`src/rtl/alu_seq_ctrl.sv`:
```
// alu_seq_ctrl: multi-cycle Hack ALU sequencer sharing a single 16-bit inverter.
// Optional macro ALU_SEQ_SKIP_EN skips the SX/SY/SN steps that would not change data.

module not_16bit_chip (
  input  logic [15:0] in,
  output logic [15:0] out
);
  assign out = ~in;
endmodule

module alu_seq_ctrl #(
  parameter int WIDTH = 16
) (
  input  logic             clk,
  input  logic             rst_n,
  input  logic             in_valid,
  output logic             in_ready,
  input  logic [WIDTH-1:0] x,
  input  logic [WIDTH-1:0] y,
  input  logic [5:0]       ctrl,
  output logic             out_valid,
  input  logic             out_ready,
  output logic [WIDTH-1:0] out,
  output logic             zr,
  output logic             ng,
  output logic             busy
);

`ifdef ALU_SEQ_SKIP_EN
  localparam logic SKIP_EN = 1'b1;
`else
  localparam logic SKIP_EN = 1'b0;
`endif

  typedef enum logic [2:0] {
    S_IDLE = 3'd0,
    S_SX   = 3'd1,
    S_SY   = 3'd2,
    S_SF   = 3'd3,
    S_SN   = 3'd4,
    S_DONE = 3'd5
  } state_t;

  state_t           state_q, state_d;
  logic [WIDTH-1:0] xr_q, xr_d, yr_q, yr_d, acc_q, acc_d, out_q, out_d;
  logic [5:0]       cr_q, cr_d;
  logic             zr_q, zr_d, ng_q, ng_d;
  logic [WIDTH-1:0] not_in_s, not_out_s, fres_s, nres_s;

  function automatic state_t after_sx(input logic [5:0] c);
    if (SKIP_EN && (c[3:2] == 2'b00)) return S_SF;
    else return S_SY;
  endfunction

  function automatic state_t after_idle(input logic [5:0] c);
    if (SKIP_EN && (c[5:4] == 2'b00)) return after_sx(c);
    else return S_SX;
  endfunction

  function automatic state_t after_sf(input logic [5:0] c);
    if (SKIP_EN && !c[0]) return S_DONE;
    else return S_SN;
  endfunction

  not_16bit_chip u_not (
    .in  (not_in_s),
    .out (not_out_s)
  );

  // Shared inverter input: zero-forced operand in SX/SY, accumulator in SN.
  always_comb begin
    not_in_s = {WIDTH{1'b0}};
    case (state_q)
      S_SX:    not_in_s = cr_q[5] ? {WIDTH{1'b0}} : xr_q;
      S_SY:    not_in_s = cr_q[3] ? {WIDTH{1'b0}} : yr_q;
      S_SN:    not_in_s = acc_q;
      default: not_in_s = {WIDTH{1'b0}};
    endcase
  end

  assign fres_s = cr_q[1] ? (xr_q + yr_q) : (xr_q & yr_q);
  assign nres_s = cr_q[0] ? not_out_s : acc_q;

  // Next-state and datapath register updates.
  always_comb begin
    state_d = state_q;
    xr_d    = xr_q;
    yr_d    = yr_q;
    cr_d    = cr_q;
    acc_d   = acc_q;
    out_d   = out_q;
    zr_d    = zr_q;
    ng_d    = ng_q;
    case (state_q)
      S_IDLE: begin
        if (in_valid) begin
          xr_d    = x;
          yr_d    = y;
          cr_d    = ctrl;
          state_d = after_idle(ctrl);
        end else begin
          state_d = S_IDLE;
        end
      end
      S_SX: begin
        xr_d    = cr_q[4] ? not_out_s : not_in_s;
        state_d = after_sx(cr_q);
      end
      S_SY: begin
        yr_d    = cr_q[2] ? not_out_s : not_in_s;
        state_d = S_SF;
      end
      S_SF: begin
        acc_d   = fres_s;
        state_d = after_sf(cr_q);
        // With no=0 in the skipping build the sum is already the final result.
        if (after_sf(cr_q) == S_DONE) begin
          out_d = fres_s;
          zr_d  = (fres_s == {WIDTH{1'b0}});
          ng_d  = fres_s[WIDTH-1];
        end else begin
          out_d = out_q;
        end
      end
      S_SN: begin
        out_d   = nres_s;
        zr_d    = (nres_s == {WIDTH{1'b0}});
        ng_d    = nres_s[WIDTH-1];
        state_d = S_DONE;
      end
      S_DONE: begin
        if (out_ready) state_d = S_IDLE;
        else state_d = S_DONE;
      end
      default: state_d = S_IDLE;
    endcase
  end

  // State and datapath registers.
  always_ff @(posedge clk or negedge rst_n) begin
    if (!rst_n) begin
      state_q <= S_IDLE;
      xr_q    <= {WIDTH{1'b0}};
      yr_q    <= {WIDTH{1'b0}};
      cr_q    <= 6'd0;
      acc_q   <= {WIDTH{1'b0}};
      out_q   <= {WIDTH{1'b0}};
      zr_q    <= 1'b0;
      ng_q    <= 1'b0;
    end else begin
      state_q <= state_d;
      xr_q    <= xr_d;
      yr_q    <= yr_d;
      cr_q    <= cr_d;
      acc_q   <= acc_d;
      out_q   <= out_d;
      zr_q    <= zr_d;
      ng_q    <= ng_d;
    end
  end

  assign in_ready  = (state_q == S_IDLE);
  assign out_valid = (state_q == S_DONE);
  assign busy      = (state_q != S_IDLE);
  assign out       = out_q;
  assign zr        = zr_q;
  assign ng        = ng_q;

endmodule

```
`config.mk`:
```
export PLATFORM = sky130hd
export DESIGN_NAME = alu_seq_ctrl
export DESIGN_NICKNAME = d
export VERILOG_FILES = /design/src/rtl/alu_seq_ctrl.sv
export SDC_FILE = /design/constraint.sdc
export NUM_CORES = 1
export LEC_CHECK = 0
export ABC_AREA = 1
export CAP_MARGIN = 20
export CORE_AREA = 2 2 104 106
export CTS_CLUSTER_SIZE = 28
export DETAILED_ROUTE_END_ITERATION = 8
export DIE_AREA = 0 0 106 108
export GPL_ROUTABILITY_DRIVEN = 0
export PLACE_DENSITY = 0.75
export SKIP_CTS_REPAIR_TIMING = 1
export SLEW_MARGIN = 20
export SYNTH_ARGS = -nofsm -noshare
export SYNTH_HDL_FRONTEND = slang
export SYNTH_SLANG_ARGS = --single-unit
```
`constraint.sdc`:
```
create_clock -name clk -period 1.8 [get_ports clk]
set_clock_uncertainty 0.1 [all_clocks]
set_input_delay 0.45 -clock clk [delete_from_list [all_inputs] [get_ports clk]]
set_output_delay 0.45 -clock clk [all_outputs]
set_load 0.02 [all_outputs]
```
==> results.json <==
{
  "status": "complete, but fails checks",
  "failed_checks": "setup timing",
  "worst-path-max-fanout": 4,
  "core_mm2": 0.0102,
  "grt_max_degree": 35,
  "drc_errors": 0,
  "grt_pass1_wl_um": 25300,
  "startpoint": "xr_q[0]",
  "synth_area_leaders": "dfrtp_1 37%, nand2_1 14%, o21ai_0 6.0%, nand3_1 5.8%, inv_1 5.0%",
  "fin_ws_ns": -0.232,
  "first_pass_iters": 6,
  "fp-row-count": 37,
  "yosysMostFrequentCell": "nand2_1",
  "fin_area_mm2": 0.00741,
  "slew_headroom_pct": 66.3,
  "p_leak_nw": 3.73,
  "dieArea_mm2": 0.0114,
  "clock-sinks": 74,
  "cts_tree": "built",
  "overflow": 0,
  "synth-seq-cells": 74,
  "insertion_delay_ns": 0.36,
  "drive_above_1_share_pct": 27.6,
  "dp_hpwl_um": 12200,
  "met3_length_um": 2430,
  "grt_pass1_vias": 5199,
  "top_layer_used": "met4",
  "crit_cells": 13,
  "viasPerCell": 6.01,
  "critPathTopFamily": "simple AND/OR/NAND/NOR gates",
  "synthToLayoutAreaGrowth_pct": 46.6,
  "cp.buffers_inverters": 2,
  "ys.flop_type": "dfrtp_1",
  "cp-start-kind": "flip-flop",
  "synth_warnings": 0,
  "synth_top_cell_by_area": "dfrtp_1",
  "clk_pin_slew_ns": 0.07,
  "vias": 6043,
  "setup_viol": 24,
  "post-route-period-util_pct": 113,
  "slew_viol_final": 0,
  "maxCapViolCount": 0,
  "track_usage_pct": 28.2,
  "antenna_cells": 0,
  "reg2reg_depth": 13,
  "finalWirelength_um": 18700,
  "end_kind": "flip-flop",
  "cpPeakStageDelay_ns": 0.37,
  "yosysSeqAreaShare_pct": 36.7,
  "drt-initial-drc-count": 868,
  "ant_nets": 0,
  "p_per_area_mw_per_mm2": 2260,
  "post-route-min-period_ns": 2.03,
  "fin_nets": 923,
  "path_cells": "ha_2 > inv_2 > fa_2 > inv_2 > nand3_2 > nand2_4 > nand2_2 > nand2_2 > nand3b_1 > nand2_1 > nor2_1 > o21bai_1 > nand2_1",
  "cts_made_buffers": 9,
  "cp.required_ns": 1.94,
  "min_path_type": "reg -> reg",
  "die_w_um": 106,
  "placed_area_mm2": 0.00646,
  "min_from": "zr",
  "antenna_found_initial": 0,
  "synthArstFlopShare_pct": 100,
  "slowest_stage": "dfrtp_1",
  "wl_per_cell_um": 18.7,
  "start_util_pct": 49.4,
  "syn-cell-area_mm2": 0.00505,
  "hold_violations": 0,
  "clockBufferDepth": 2,
  "ys_types": 36,
  "routed-wl-met2_um": 8590,
  "die_y_um": 108,
  "peakVddDrop_v": 0.00164,
  "worstPathArrival_ns": 2.18,
  "synth_common_cells": "184 x nand2_1, 74 x dfrtp_1, 67 x inv_1, 66 x nor2_1, 61 x o21ai_0",
  "whs_path_depth": 2,
  "r2r_start": "xr_q[0]",
  "hold-worst-slack_ns": 0.378,
  "io_buffers": 62,
  "h-tree-depth": 3,
  "worstMarginPinSlew_ns": 0.504,
  "rsz0062_at_grt": "yes",
  "synth_nets": 771,
  "critical_path_class": "reg -> reg",
  "synthCells": 712,
  "synth_top_cell_area_share_pct": 36.7,
  "syn_area_per_cell_um2": 7.10,
  "timing.fmax_ghz": 0.492,
  "fill_cells": 713,
  "root_buffer": "clkbuf_8",
  "ios": 63,
  "wl_met1_um": 6960,
  "synth_edf_count": 0
}
-- path summary, 6_finish.rpt --
| path | end | slack [ns] |
|---|---|---|
| worst max-delay path | acc_q[14] | -0.23 |
| worst min-delay path | zr | 0.38 |
| worst max register to register | acc_q[14] | -0.23 |
| worst min register to register | zr | 0.38 |
| max in group asynchronous | state_q[0] | 0.56 |
| min in group asynchronous | out[11] | 0.48 |
-- sequential cells by signal, summed over array words and instances (netlist names) --
signal   cells
out         16
zr           1
acc_q       16
cr_q         6
xr_q        16
yr_q        16
state_q      3
-- report_power, final --
part / internal (mW) / total (mW) / leakage (nW) / switching (mW)
Combinational: 5.25 / 12.1 / 2.73 / 6.82
Sequential: 2.49 / 3.31 / 0.899 / 0.823
Clock: 0.717 / 1.36 / 0.101 / 0.639
Total: 8.45 / 16.7 / 3.73 / 8.28
-- layout by cell type, fill, tap and decap left out, types with 3 or more instances in the layout --
cell | synthesis | routed
a21oi_1 | 42 | 31
a21oi_2 | 0 | 9
buf_12 | 0 | 8
buf_2 | 9 | 3
buf_4 | 6 | 88
buf_6 | 4 | 17
clkbuf_1 | 16 | 3
clkbuf_8 | 0 | 11
clkdlybuf4s50_1 | 0 | 40
dfrtp_1 | 74 | 71
dfrtp_2 | 0 | 3
dlymetal6s2s_1 | 0 | 18
ha_1 | 16 | 4
ha_4 | 0 | 11
inv_1 | 67 | 64
inv_2 | 9 | 12
nand2_1 | 184 | 169
nand2_2 | 2 | 13
nand2_4 | 1 | 5
nand3_1 | 59 | 40
nand3_2 | 10 | 18
nand3_4 | 0 | 11
nand4_1 | 13 | 13
nor2_1 | 66 | 60
nor2_2 | 1 | 5
nor2_4 | 3 | 5
o211ai_1 | 18 | 18
o21ai_0 | 61 | 42
o21ai_1 | 8 | 25
o221ai_1 | 8 | 6
o22ai_1 | 4 | 4
or2_2 | 5 | 5
xor2_1 | 12 | 10
-- area by class of cell --
class	instances	area, µm²	share of cell area, %
multi-input combinational	525	3210	43.4
clock buffer	14	163	2.20
tap	136	170	2.30
inverter	77	289	3.90
clock inverter	2	35.0	0.473
timing repair buffer	177	1680	22.7
sequential	74	1860	25.0
-- worst min-delay path: stages, from the launching register on --
cell and delay [ns]:
dfrtp_1 0.35, nand2_1 0.05, nand2_1 0.04
-- metal layers --
layer	vias up	GRT usage (%)
met5	-	0
met4	0	7.61
met3	112	6.27
met2	511	44.4
met1	2755	39.6
li1	2665	-
-- cell families (layout without fill, tap and decap cells) --
family / Yosys count / count (layout) / synth area share (%)
AOI/OAI and AO/OA: 147 / 147 / 16.5
xor gates and xnor gates: 12 / 12 / 2.08
adders and majority gates: 17 / 17 / 4.36
buffers and inverters: 113 / 270 / 9.66
DFF: 74 / 74 / 36.7
and+or+nand+nor: 349 / 349 / 30.8
-- per-stage QoR --
step           instances  total power, mW  setup TNS (ns)  util [%]  setup WS [ns]
2_1_floorplan        712             8.73               0         -        0.00303
3_3_place_gp         970             12.4          -0.340      63.1        -0.0749
3_5_place_dp         970             12.7           -1.29      63.1         -0.172
4_1_cts              986             14.1           -4.04      65.0         -0.423
5_1_grt             1005             17.5           -3.08      72.4         -0.295
6_report            1005             16.7           -1.59      72.4         -0.232
Note: power is estimated with default switching activity, not from simulation.
